--- config.mk ---
export PLATFORM = sky130hd
export DESIGN_NAME = mips_multicycle_ctrl_flat
export DESIGN_NICKNAME = d
export VERILOG_FILES = /design/src/rtl/mips_multicycle_ctrl_if.sv /design/src/rtl/mips_multicycle_ctrl.sv /design/src/flat_wrapper.sv
export SDC_FILE = /design/constraint.sdc
export NUM_CORES = 1
export LEC_CHECK = 0
export ABC_CLOCK_PERIOD_IN_PS = 2600
export BUFFER_PORTS_ARGS = -buffer_cell sky130_fd_sc_hd__buf_2
export CAP_MARGIN = 0
export CORE_MARGIN = 4
export CORE_UTILIZATION = 40
export DETAILED_ROUTE_END_ITERATION = 6
export PLACE_DENSITY = 0.66
export SYNTH_ARGS = -nofsm -noshare
export SYNTH_HDL_FRONTEND = slang
export SYNTH_SLANG_ARGS = --single-unit
--- constraint.sdc ---
create_clock -name clk -period 2.6 [get_ports clk]
set_clock_uncertainty 0.05 [all_clocks]
set_input_delay 0.52 -clock clk [delete_from_list [all_inputs] [get_ports clk]]
set_output_delay 0.52 -clock clk [all_outputs]
set_load 0.01 [all_outputs]
--- src/rtl/mips_multicycle_ctrl_if.sv ---
// Purpose : bundles the controller's instruction-register inputs, ALU flag and datapath controls.
// Latency : n/a (wiring only).
// Backpressure: none; the controller advances one state per clock unconditionally.
// Ports (master = controller): opcode/funct/zero in; alu_op, alu_src_a/b, ext_zero, iord,
//   mem_read/write/byte, ir_write, pc_write, pc_src, reg_write, reg_dst, mem_to_reg,
//   halted, state_dbg out.
interface mips_multicycle_ctrl_if;
    logic [5:0] opcode;
    logic [5:0] funct;
    logic       zero;
    logic [3:0] alu_op;
    logic       alu_src_a;
    logic [1:0] alu_src_b;
    logic       ext_zero;
    logic       iord;
    logic       mem_read;
    logic       mem_write;
    logic       mem_byte;
    logic       ir_write;
    logic       pc_write;
    logic [1:0] pc_src;
    logic       reg_write;
    logic       reg_dst;
    logic       mem_to_reg;
    logic       halted;
    logic [3:0] state_dbg;

    modport master (
        input  opcode, funct, zero,
        output alu_op, alu_src_a, alu_src_b, ext_zero, iord, mem_read, mem_write,
               mem_byte, ir_write, pc_write, pc_src, reg_write, reg_dst, mem_to_reg,
               halted, state_dbg
    );

    modport slave (
        output opcode, funct, zero,
        input  alu_op, alu_src_a, alu_src_b, ext_zero, iord, mem_read, mem_write,
               mem_byte, ir_write, pc_write, pc_src, reg_write, reg_dst, mem_to_reg,
               halted, state_dbg
    );
endinterface

--- src/rtl/mips_multicycle_ctrl.sv ---
// Purpose : multi-cycle MIPS control FSM driving datapath selects, memory strobes and ALU op.
// Latency : lw/lb 5, sw/sb 4, R-type 4, I-type 4, beq 3, j 3 cycles per instruction.
// Backpressure: none; one state per clock, HALT is sticky until rst.
// Ports: clk, rst (sync, active-high); bus = mips_multicycle_ctrl_if.master (opcode/funct/zero
//   in, all datapath controls and halted/state_dbg out).
module mips_multicycle_ctrl #(
    parameter bit ILLEGAL_HALT = 1'b1
) (
    input  logic                       clk,
    input  logic                       rst,
    mips_multicycle_ctrl_if.master     bus
);
    typedef enum logic [3:0] {
        S_FETCH  = 4'd0,  S_DECODE = 4'd1,  S_MADDR  = 4'd2,  S_MREAD  = 4'd3,
        S_MWB    = 4'd4,  S_MWRITE = 4'd5,  S_REXEC  = 4'd6,  S_RWB    = 4'd7,
        S_IEXEC  = 4'd8,  S_IWB    = 4'd9,  S_BRANCH = 4'd10, S_JUMP   = 4'd11,
        S_HALT   = 4'd15
    } state_t;

    state_t     state_q, state_d;
    logic [5:0] op_q, fn_q;

    logic [3:0] alu_op_c;
    logic       alu_src_a_c, ext_zero_c, iord_c, mem_read_c, mem_write_c, mem_byte_c;
    logic       ir_write_c, pc_write_c, reg_write_c, reg_dst_c, mem_to_reg_c, halted_c;
    logic [1:0] alu_src_b_c, pc_src_c;

    // Instruction fields are latched on leaving DECODE so later IR changes cannot
    // disturb an instruction already in flight.
    always_ff @(posedge clk) begin
        if (rst) begin
            state_q <= S_FETCH;
            op_q    <= 6'd0;
            fn_q    <= 6'd0;
        end else begin
            state_q <= state_d;
            if (state_q == S_DECODE) begin
                op_q <= bus.opcode;
                fn_q <= bus.funct;
            end
        end
    end

    always_comb begin
        state_d      = S_FETCH;
        alu_op_c     = 4'd0;
        alu_src_a_c  = 1'b0;
        alu_src_b_c  = 2'd0;
        ext_zero_c   = 1'b0;
        iord_c       = 1'b0;
        mem_read_c   = 1'b0;
        mem_write_c  = 1'b0;
        mem_byte_c   = 1'b0;
        ir_write_c   = 1'b0;
        pc_write_c   = 1'b0;
        pc_src_c     = 2'd0;
        reg_write_c  = 1'b0;
        reg_dst_c    = 1'b0;
        mem_to_reg_c = 1'b0;
        halted_c     = 1'b0;
        unique case (state_q)
            S_FETCH: begin
                mem_read_c  = 1'b1;
                ir_write_c  = 1'b1;
                pc_write_c  = 1'b1;
                alu_src_b_c = 2'd1;
                state_d     = S_DECODE;
            end
            S_DECODE: begin
                // Speculatively form the branch target into ALUOut.
                alu_src_b_c = 2'd3;
                // Decode uses the live IR; it is latched on this same edge.
                case (bus.opcode)
                    6'h23, 6'h20, 6'h2B, 6'h28: state_d = S_MADDR;
                    6'h00: begin
                        if (bus.funct == 6'h20 || bus.funct == 6'h24 || bus.funct == 6'h25)
                            state_d = S_REXEC;
                        else
                            state_d = ILLEGAL_HALT ? S_HALT : S_FETCH;
                    end
                    6'h08, 6'h0C, 6'h0D: state_d = S_IEXEC;
                    6'h04:               state_d = S_BRANCH;
                    6'h02:               state_d = S_JUMP;
                    default:             state_d = ILLEGAL_HALT ? S_HALT : S_FETCH;
                endcase
            end
            S_MADDR: begin
                alu_src_a_c = 1'b1;
                alu_src_b_c = 2'd2;
                state_d     = (op_q == 6'h2B || op_q == 6'h28) ? S_MWRITE : S_MREAD;
            end
            S_MREAD: begin
                mem_read_c = 1'b1;
                iord_c     = 1'b1;
                mem_byte_c = (op_q == 6'h20);
                state_d    = S_MWB;
            end
            S_MWB: begin
                reg_write_c  = 1'b1;
                mem_to_reg_c = 1'b1;
            end
            S_MWRITE: begin
                mem_write_c = 1'b1;
                iord_c      = 1'b1;
                mem_byte_c  = (op_q == 6'h28);
            end
            S_REXEC: begin
                alu_src_a_c = 1'b1;
                case (fn_q)
                    6'h24:   alu_op_c = 4'd1;
                    6'h25:   alu_op_c = 4'd2;
                    default: alu_op_c = 4'd0;
                endcase
                state_d = S_RWB;
            end
            S_RWB: begin
                reg_write_c = 1'b1;
                reg_dst_c   = 1'b1;
            end
            S_IEXEC: begin
                alu_src_a_c = 1'b1;
                alu_src_b_c = 2'd2;
                case (op_q)
                    6'h0C:   begin alu_op_c = 4'd1; ext_zero_c = 1'b1; end
                    6'h0D:   begin alu_op_c = 4'd2; ext_zero_c = 1'b1; end
                    default: alu_op_c = 4'd0;
                endcase
                state_d = S_IWB;
            end
            S_IWB: begin
                reg_write_c = 1'b1;
            end
            S_BRANCH: begin
                // EQ-compare yields 1 on equal, so a zero flag of 0 means taken.
                alu_src_a_c = 1'b1;
                alu_op_c    = 4'd3;
                pc_src_c    = 2'd1;
                pc_write_c  = ~bus.zero;
            end
            S_JUMP: begin
                pc_write_c = 1'b1;
                pc_src_c   = 2'd2;
            end
            S_HALT: begin
                halted_c = 1'b1;
                state_d  = S_HALT;
            end
            default: state_d = S_FETCH;
        endcase
    end

    // Outputs are forced low combinationally while rst is high so that a reset
    // landing mid-instruction never lets a write strobe through.
    assign bus.alu_op     = rst ? 4'd0 : alu_op_c;
    assign bus.alu_src_a  = ~rst & alu_src_a_c;
    assign bus.alu_src_b  = rst ? 2'd0 : alu_src_b_c;
    assign bus.ext_zero   = ~rst & ext_zero_c;
    assign bus.iord       = ~rst & iord_c;
    assign bus.mem_read   = ~rst & mem_read_c;
    assign bus.mem_write  = ~rst & mem_write_c;
    assign bus.mem_byte   = ~rst & mem_byte_c;
    assign bus.ir_write   = ~rst & ir_write_c;
    assign bus.pc_write   = ~rst & pc_write_c;
    assign bus.pc_src     = rst ? 2'd0 : pc_src_c;
    assign bus.reg_write  = ~rst & reg_write_c;
    assign bus.reg_dst    = ~rst & reg_dst_c;
    assign bus.mem_to_reg = ~rst & mem_to_reg_c;
    assign bus.halted     = ~rst & halted_c;
    assign bus.state_dbg  = rst ? 4'd0 : state_q;
endmodule

--- src/flat_wrapper.sv ---
// flat-port wrapper written by rule: the top's interface ports become plain ports
module mips_multicycle_ctrl_flat 
#(
    parameter bit ILLEGAL_HALT = 1'b1
)
  (clk, rst, bus_opcode, bus_funct, bus_zero, bus_alu_op, bus_alu_src_a, bus_alu_src_b, bus_ext_zero, bus_iord, bus_mem_read, bus_mem_write, bus_mem_byte, bus_ir_write, bus_pc_write, bus_pc_src, bus_reg_write, bus_reg_dst, bus_mem_to_reg, bus_halted, bus_state_dbg);
  mips_multicycle_ctrl_if bus_i ();
  input  logic clk;
  input  logic rst;
  input wire logic [$bits(bus_i.opcode)-1:0] bus_opcode;
  input wire logic [$bits(bus_i.funct)-1:0] bus_funct;
  input wire logic [$bits(bus_i.zero)-1:0] bus_zero;
  output wire logic [$bits(bus_i.alu_op)-1:0] bus_alu_op;
  output wire logic [$bits(bus_i.alu_src_a)-1:0] bus_alu_src_a;
  output wire logic [$bits(bus_i.alu_src_b)-1:0] bus_alu_src_b;
  output wire logic [$bits(bus_i.ext_zero)-1:0] bus_ext_zero;
  output wire logic [$bits(bus_i.iord)-1:0] bus_iord;
  output wire logic [$bits(bus_i.mem_read)-1:0] bus_mem_read;
  output wire logic [$bits(bus_i.mem_write)-1:0] bus_mem_write;
  output wire logic [$bits(bus_i.mem_byte)-1:0] bus_mem_byte;
  output wire logic [$bits(bus_i.ir_write)-1:0] bus_ir_write;
  output wire logic [$bits(bus_i.pc_write)-1:0] bus_pc_write;
  output wire logic [$bits(bus_i.pc_src)-1:0] bus_pc_src;
  output wire logic [$bits(bus_i.reg_write)-1:0] bus_reg_write;
  output wire logic [$bits(bus_i.reg_dst)-1:0] bus_reg_dst;
  output wire logic [$bits(bus_i.mem_to_reg)-1:0] bus_mem_to_reg;
  output wire logic [$bits(bus_i.halted)-1:0] bus_halted;
  output wire logic [$bits(bus_i.state_dbg)-1:0] bus_state_dbg;
  assign bus_i.opcode = bus_opcode;
  assign bus_i.funct = bus_funct;
  assign bus_i.zero = bus_zero;
  assign bus_alu_op = bus_i.alu_op;
  assign bus_alu_src_a = bus_i.alu_src_a;
  assign bus_alu_src_b = bus_i.alu_src_b;
  assign bus_ext_zero = bus_i.ext_zero;
  assign bus_iord = bus_i.iord;
  assign bus_mem_read = bus_i.mem_read;
  assign bus_mem_write = bus_i.mem_write;
  assign bus_mem_byte = bus_i.mem_byte;
  assign bus_ir_write = bus_i.ir_write;
  assign bus_pc_write = bus_i.pc_write;
  assign bus_pc_src = bus_i.pc_src;
  assign bus_reg_write = bus_i.reg_write;
  assign bus_reg_dst = bus_i.reg_dst;
  assign bus_mem_to_reg = bus_i.mem_to_reg;
  assign bus_halted = bus_i.halted;
  assign bus_state_dbg = bus_i.state_dbg;
  mips_multicycle_ctrl #(.ILLEGAL_HALT(ILLEGAL_HALT)) u_core (.clk(clk), .rst(rst), .bus(bus_i));
endmodule
### Word-level counts from Yosys, hierarchy flattened

Cells that the tools add are included.

| storage, ports and cells | value |
|---|---|
| flip-flop bits (word level) | 16 |
| bits in latches | 0 |
| bits in writable memories | 0 |
| ROM bits | 0 |
| input bits | 15 |
| output and inout bits | 24 |
| logic and storage cells | 88 |
| memories | 0 |

| cells by class | value |
|---|---|
| add/sub/neg operators | 0 |
| $mul | 0 |
| div/mod/pow operators | 0 |
| $lt $le $gt $ge | 0 |
| eq/ne operators | 31 |
| shift-type cells | 0 |
| muxes and demuxes | 26 |
| bitwise operators | 14 |
| reductions and logical operators | 14 |

Operators by type and width:

| kind | count |
|---|---|
| == test 6 bit, second input constant | 12 |
| == test 6 x 4 -> 1 bit, second input constant | 5 |
| case mux 4 bit (7 select lines) | 1 |
| == test 4 bit, second input constant | 5 |
| case mux 4 bit (5 select lines) | 1 |
| == test 4 x 3 -> 1 bit, second input constant | 4 |
| AND 1 bit | 12 |
| two-way mux 4 bit | 3 |
| case mux 2 bit (2 select lines) | 3 |
| case mux 4 bit (3 select lines) | 1 |
| two-way mux 1 bit | 11 |
| OR reduction 2 bit | 5 |
| == test 4 x 2 -> 1 bit, second input constant | 2 |
| OR reduction 4 bit | 2 |
| == test 6 x 2 -> 1 bit, second input constant | 1 |
| == test 6 x 3 -> 1 bit, second input constant | 1 |
| logical NOT 6 bit | 1 |
| case mux 2 bit (3 select lines) | 1 |
| OR reduction 3 bit | 2 |
| == test 4 x 1 -> 1 bit, second input constant | 1 |
| logical NOT 4 bit | 1 |
| two-way mux 2 bit | 2 |
| case mux 1 bit (2 select lines) | 2 |
| logical OR 1 bit | 3 |
| 2 further kinds | 3 |

### Logic depth before layout (Yosys ltp)

| logic depth | value |
|---|---|
| depth after elaboration | 6 |
| gate-level depth with buffers | 6 |
| gate-level depth less buffers | 4 |

### Least setup slack after synthesis

No wires, ideal clock.

| path | value |
|---|---|
| path kind | input -> output |
| start point | input rst |
| end point | output bus_mem_byte |
| arrival | 1426 ps |
| data required time | 2030 ps |
| setup slack | 604 ps |
| stages | 4 |
| path buffers | 1 |
| cell sequence | buf_2 -> nor2_1 -> nand2b_1 -> nor4_1 |

| between the ends | value |
|---|---|
| longest elaborated chain between the ends | 2 |

RTL lines:

| item | line | text |
|---|---|---|
| start: declaration | flat_wrapper.sv:9 | `input logic rst;` |
| inverter 1 bit | mips_multicycle_ctrl.sv:161 | `assign bus.mem_byte = ~rst & mem_byte_c;` |
| AND 1 bit | mips_multicycle_ctrl.sv:161 |  |
| end: declaration | flat_wrapper.sv:20 | `output wire logic [$bits(bus_i.mem_byte)-1:0] bus_mem_byte;` |

No other way between the ends.

### Final worst setup path

| path | value |
|---|---|
| start point | register u_core.state_q[1] |
| end point | output bus_alu_op[1] |

| between the ends | value |
|---|---|
| longest elaborated chain between the ends | 3 |
| elaborated cells on any way between the ends | 5 |
| classes of those cells | eq/ne (3); mux (2) |

RTL lines:

| item | line | text |
|---|---|---|
| start: declaration | mips_multicycle_ctrl.sv:20 | `state_t state_q, state_d;` |
| start signal: assignment | mips_multicycle_ctrl.sv:36 | `state_q <= state_d;` |
| == test 4 bit or == test 4 x 3 -> 1 bit (tied branches) | mips_multicycle_ctrl.sv:61 | `unique case (state_q)` |
| case mux 4 bit (3 select lines) * | mips_multicycle_ctrl.sv:61 |  |
| two-way mux 4 bit * | mips_multicycle_ctrl.sv:154 | `assign bus.alu_op = rst ? 4'd0 : alu_op_c;` |
| end: declaration | flat_wrapper.sv:13 | `output wire logic [$bits(bus_i.alu_op)-1:0] bus_alu_op;` |

Every way passes the cells marked *; elsewhere a longest branch is shown, timed or not.

==> metrics.md <==
| Metric | Value |
|---|---|
| Total clock sinks | 16 |
| Switch Pwr | approximately 720 µW |
| Max clock buf depth | 2 |
| Setup_tns | 0 ns |
| CTS clk-pin slew, worst paths | roughly 0.090 ns |
| Die height | 64.1 µm |
| I/O pins | 39 |
| CTS resizes | 0 |
| Buffers added on ports | 36 |
| Part of the cycle the worst path needs | 0.889 |
| Vias in the first global route | ~1200 |
| Post-route ant nets | 0 |
| Area leader, netlist | dfxtp_1 |
| Via count | about 1400 |
| Final setup fails | 0 |
| Pwr Density | 1010 nW/µm² |
| Crit-path max FO | 8 |
| Clk_lat worst skew | approximately 0.28 ns |
| Row count | 20 |
| CTS Root Cell | clkbuf_4 |
| Num CTS Buffers | 3 |
| RSZ-0062 raised after global routing | false |
| Detailed Route WL | about 3200 µm |
| Top cell type's share of synthesized area | 0.254 |
| Count leader, synth | nand2_1 |
| Total GRT Usage | 0.152 |
| # hold bufs at CTS | 0 |
| Top_reg_cell synth | dfxtp_1 |
| Avg Inst Size Synth | 6.92 µm² |
| Top cells by count, synth | nand2_1, a21oi_1, dfxtp_1 |
| First-pass GRT wire length | roughly 5000 µm |
| P_int | around 780 µW |
| CP startpoint kind | flip-flop |
| Post-layout min period | around 2.3 ns |
| CTS tree | yes |
| YS warnings | 0 |
| Worst Tran Pin Value | slightly below 0.7 ns |
| Drt first-iter violations | 75 |
| Required time of the worst setup path | 2.03 ns |
| Setup bufs post-CTS | 0 |
| H-tree levels | 1 |
| # diodes | 0 |
| Final hold vios | 0 |
| Logic pwr share | 0.601 |
| Max-slew violations | 0 |
| Max-cap violation count | 0 |
| Synth-to-Final Area Change | 17.9% |
| Core area | between 3000 and 4000 µm² |
| Seq pwr share | 0.289 |
| Number of synthesized flops with an enable pin | 0 |
| Fin Hold WS | a little over 0.4 ns |
| WP data arrival | roughly 1.7 ns |
| Die area | roughly 4000 µm² |
| Synth top area cells | dfxtp_1, nand2_1, a21oi_1 |
| Seq/Total Area, Yosys | 0.254 |
| Worst R2R Path Depth | 5 |
| #FFs+latches synth | 16 |
| Critical path class | reg2out |
| Post-DR wirelength/cell | about 12 µm |
| Clk pwr share | 0.110 |
| Status | completed |
| Post-synth ARST share | 0 |
| Cells on Worst Hold Path | 2 |
| Initial antenna violation count | 0 |
| Gr ovfl total | 0 |
| Yosys cell types | 46 |
| Switching share of power | 0.479 |
| Gpl congestion | 0.724 |
| Fmax | ~430 MHz |
| Relative slew margins | 0.545 |
| Die W | approximately 64 µm |
| Starting Density | 0.416 |
| Synth Cell Area | 1260 µm² |
| Syn Inst Count | 182 |
| Largest net degree at the start of global routing | 29 |
| Hpwl dp | roughly 2400 µm |
| Layout cell share with drive strength beyond 1 | 0.244 |
| Leak pwr | ~0.63 nW |
| Drc violations | 0 |
| VDD IR max | 0.389 mV |
| Nets | between 200 and 250 |
| Vias per inst | around 5.3 |
| Worst hold path class | reg2reg |
| Pre-antenna DRT Iters | 4 |
| Crit end category | primary output |
## routing by layer
metal	part of all wire	up-vias	GRT usage	routed length [µm]
li1	-	693	-	-
met1	0.49	621	0.205	1530
met2	0.44	35	0.246	1390
met4	0.0076	0	0.0396	24
met5	0	-	0	0
met3	0.065	4	0.0299	205
## through the flow
step | total power, mW | worst slack (ns) | area (µm²) | std cells | utilization
CTS | 1.50 | 0.269 | 1490 | 257 | 0.490
floorplan | 1.12 | 0.604 | 1260 | 183 | -
global route | 1.65 | 0.109 | 1490 | 257 | 0.490
detailed placement | 1.34 | 0.511 | 1450 | 253 | 0.479
finish | 1.50 | 0.289 | 1490 | 257 | 0.490
global placement | 1.33 | 0.536 | 1450 | 253 | 0.479
## state kept, by name, indices dropped and copies added, names as in the netlist
signal and cells:
u_core.state_q 4, u_core.op_q 6, u_core.fn_q 6
## layout by cell type, fill, tap and decap left out, types with 4 or more instances in the layout
| cell type | instances |
|---|---|
| buf_2 | 36 |
| nand2_1 | 34 |
| a21oi_1 | 20 |
| dfxtp_1 | 16 |
| nor2_1 | 15 |
| nor3_1 | 10 |
| inv_1 | 7 |
| nand2b_1 | 6 |
| nand3_1 | 6 |
| or3_1 | 5 |
| nor2b_1 | 5 |
| buf_4 | 4 |
## power groups by stage
stage | Clock (mW) | Sequential (mW) | Combinational (mW)
after detailed placement | 0 | 0.437 | 0.899
after global routing | 0.186 | 0.450 | 1.01
after global placement | 0 | 0.434 | 0.896
after floorplan | 0 | 0.410 | 0.713
after CTS | 0.168 | 0.431 | 0.902
final | 0.164 | 0.433 | 0.901
## cell families after synthesis
kind of cell           share of synthesized area
buffers and inverters                     0.0844
other                                    0.00298
XOR/XNOR                                  0.0209
AO/OA/AOI/OAI                              0.199
multiplexers                              0.0179
AND/OR/NAND/NOR                            0.421
flip-flops                                 0.254
## critical path, stage by stage (launching register included)
cell	delay, ns
dfxtp_1	0.49
and2b_1	0.21
nand4b_1	0.11
or3_1	0.35
a31oi_1	0.15
buf_2	0.14
## cell type report
type	instances	area, µm²
well taps	44	55.1
clock buffers	4	36.3
inverters	7	26.3
flip-flops and latches	16	320
repair buffers	40	210
multi-input cells	146	837
fillers	320	1540
## worst paths after layout
kind,from,end,slack [ns]
worst min-delay path,u_core.fn_q[1],u_core.fn_q[1],0.41
worst max-delay path,u_core.state_q[1],bus_alu_op[1],0.29
worst min register to register,u_core.fn_q[1],u_core.fn_q[1],0.41
worst max register to register,u_core.state_q[0],u_core.fn_q[2],0.82
Note: power is estimated with default switching activity, not from simulation.
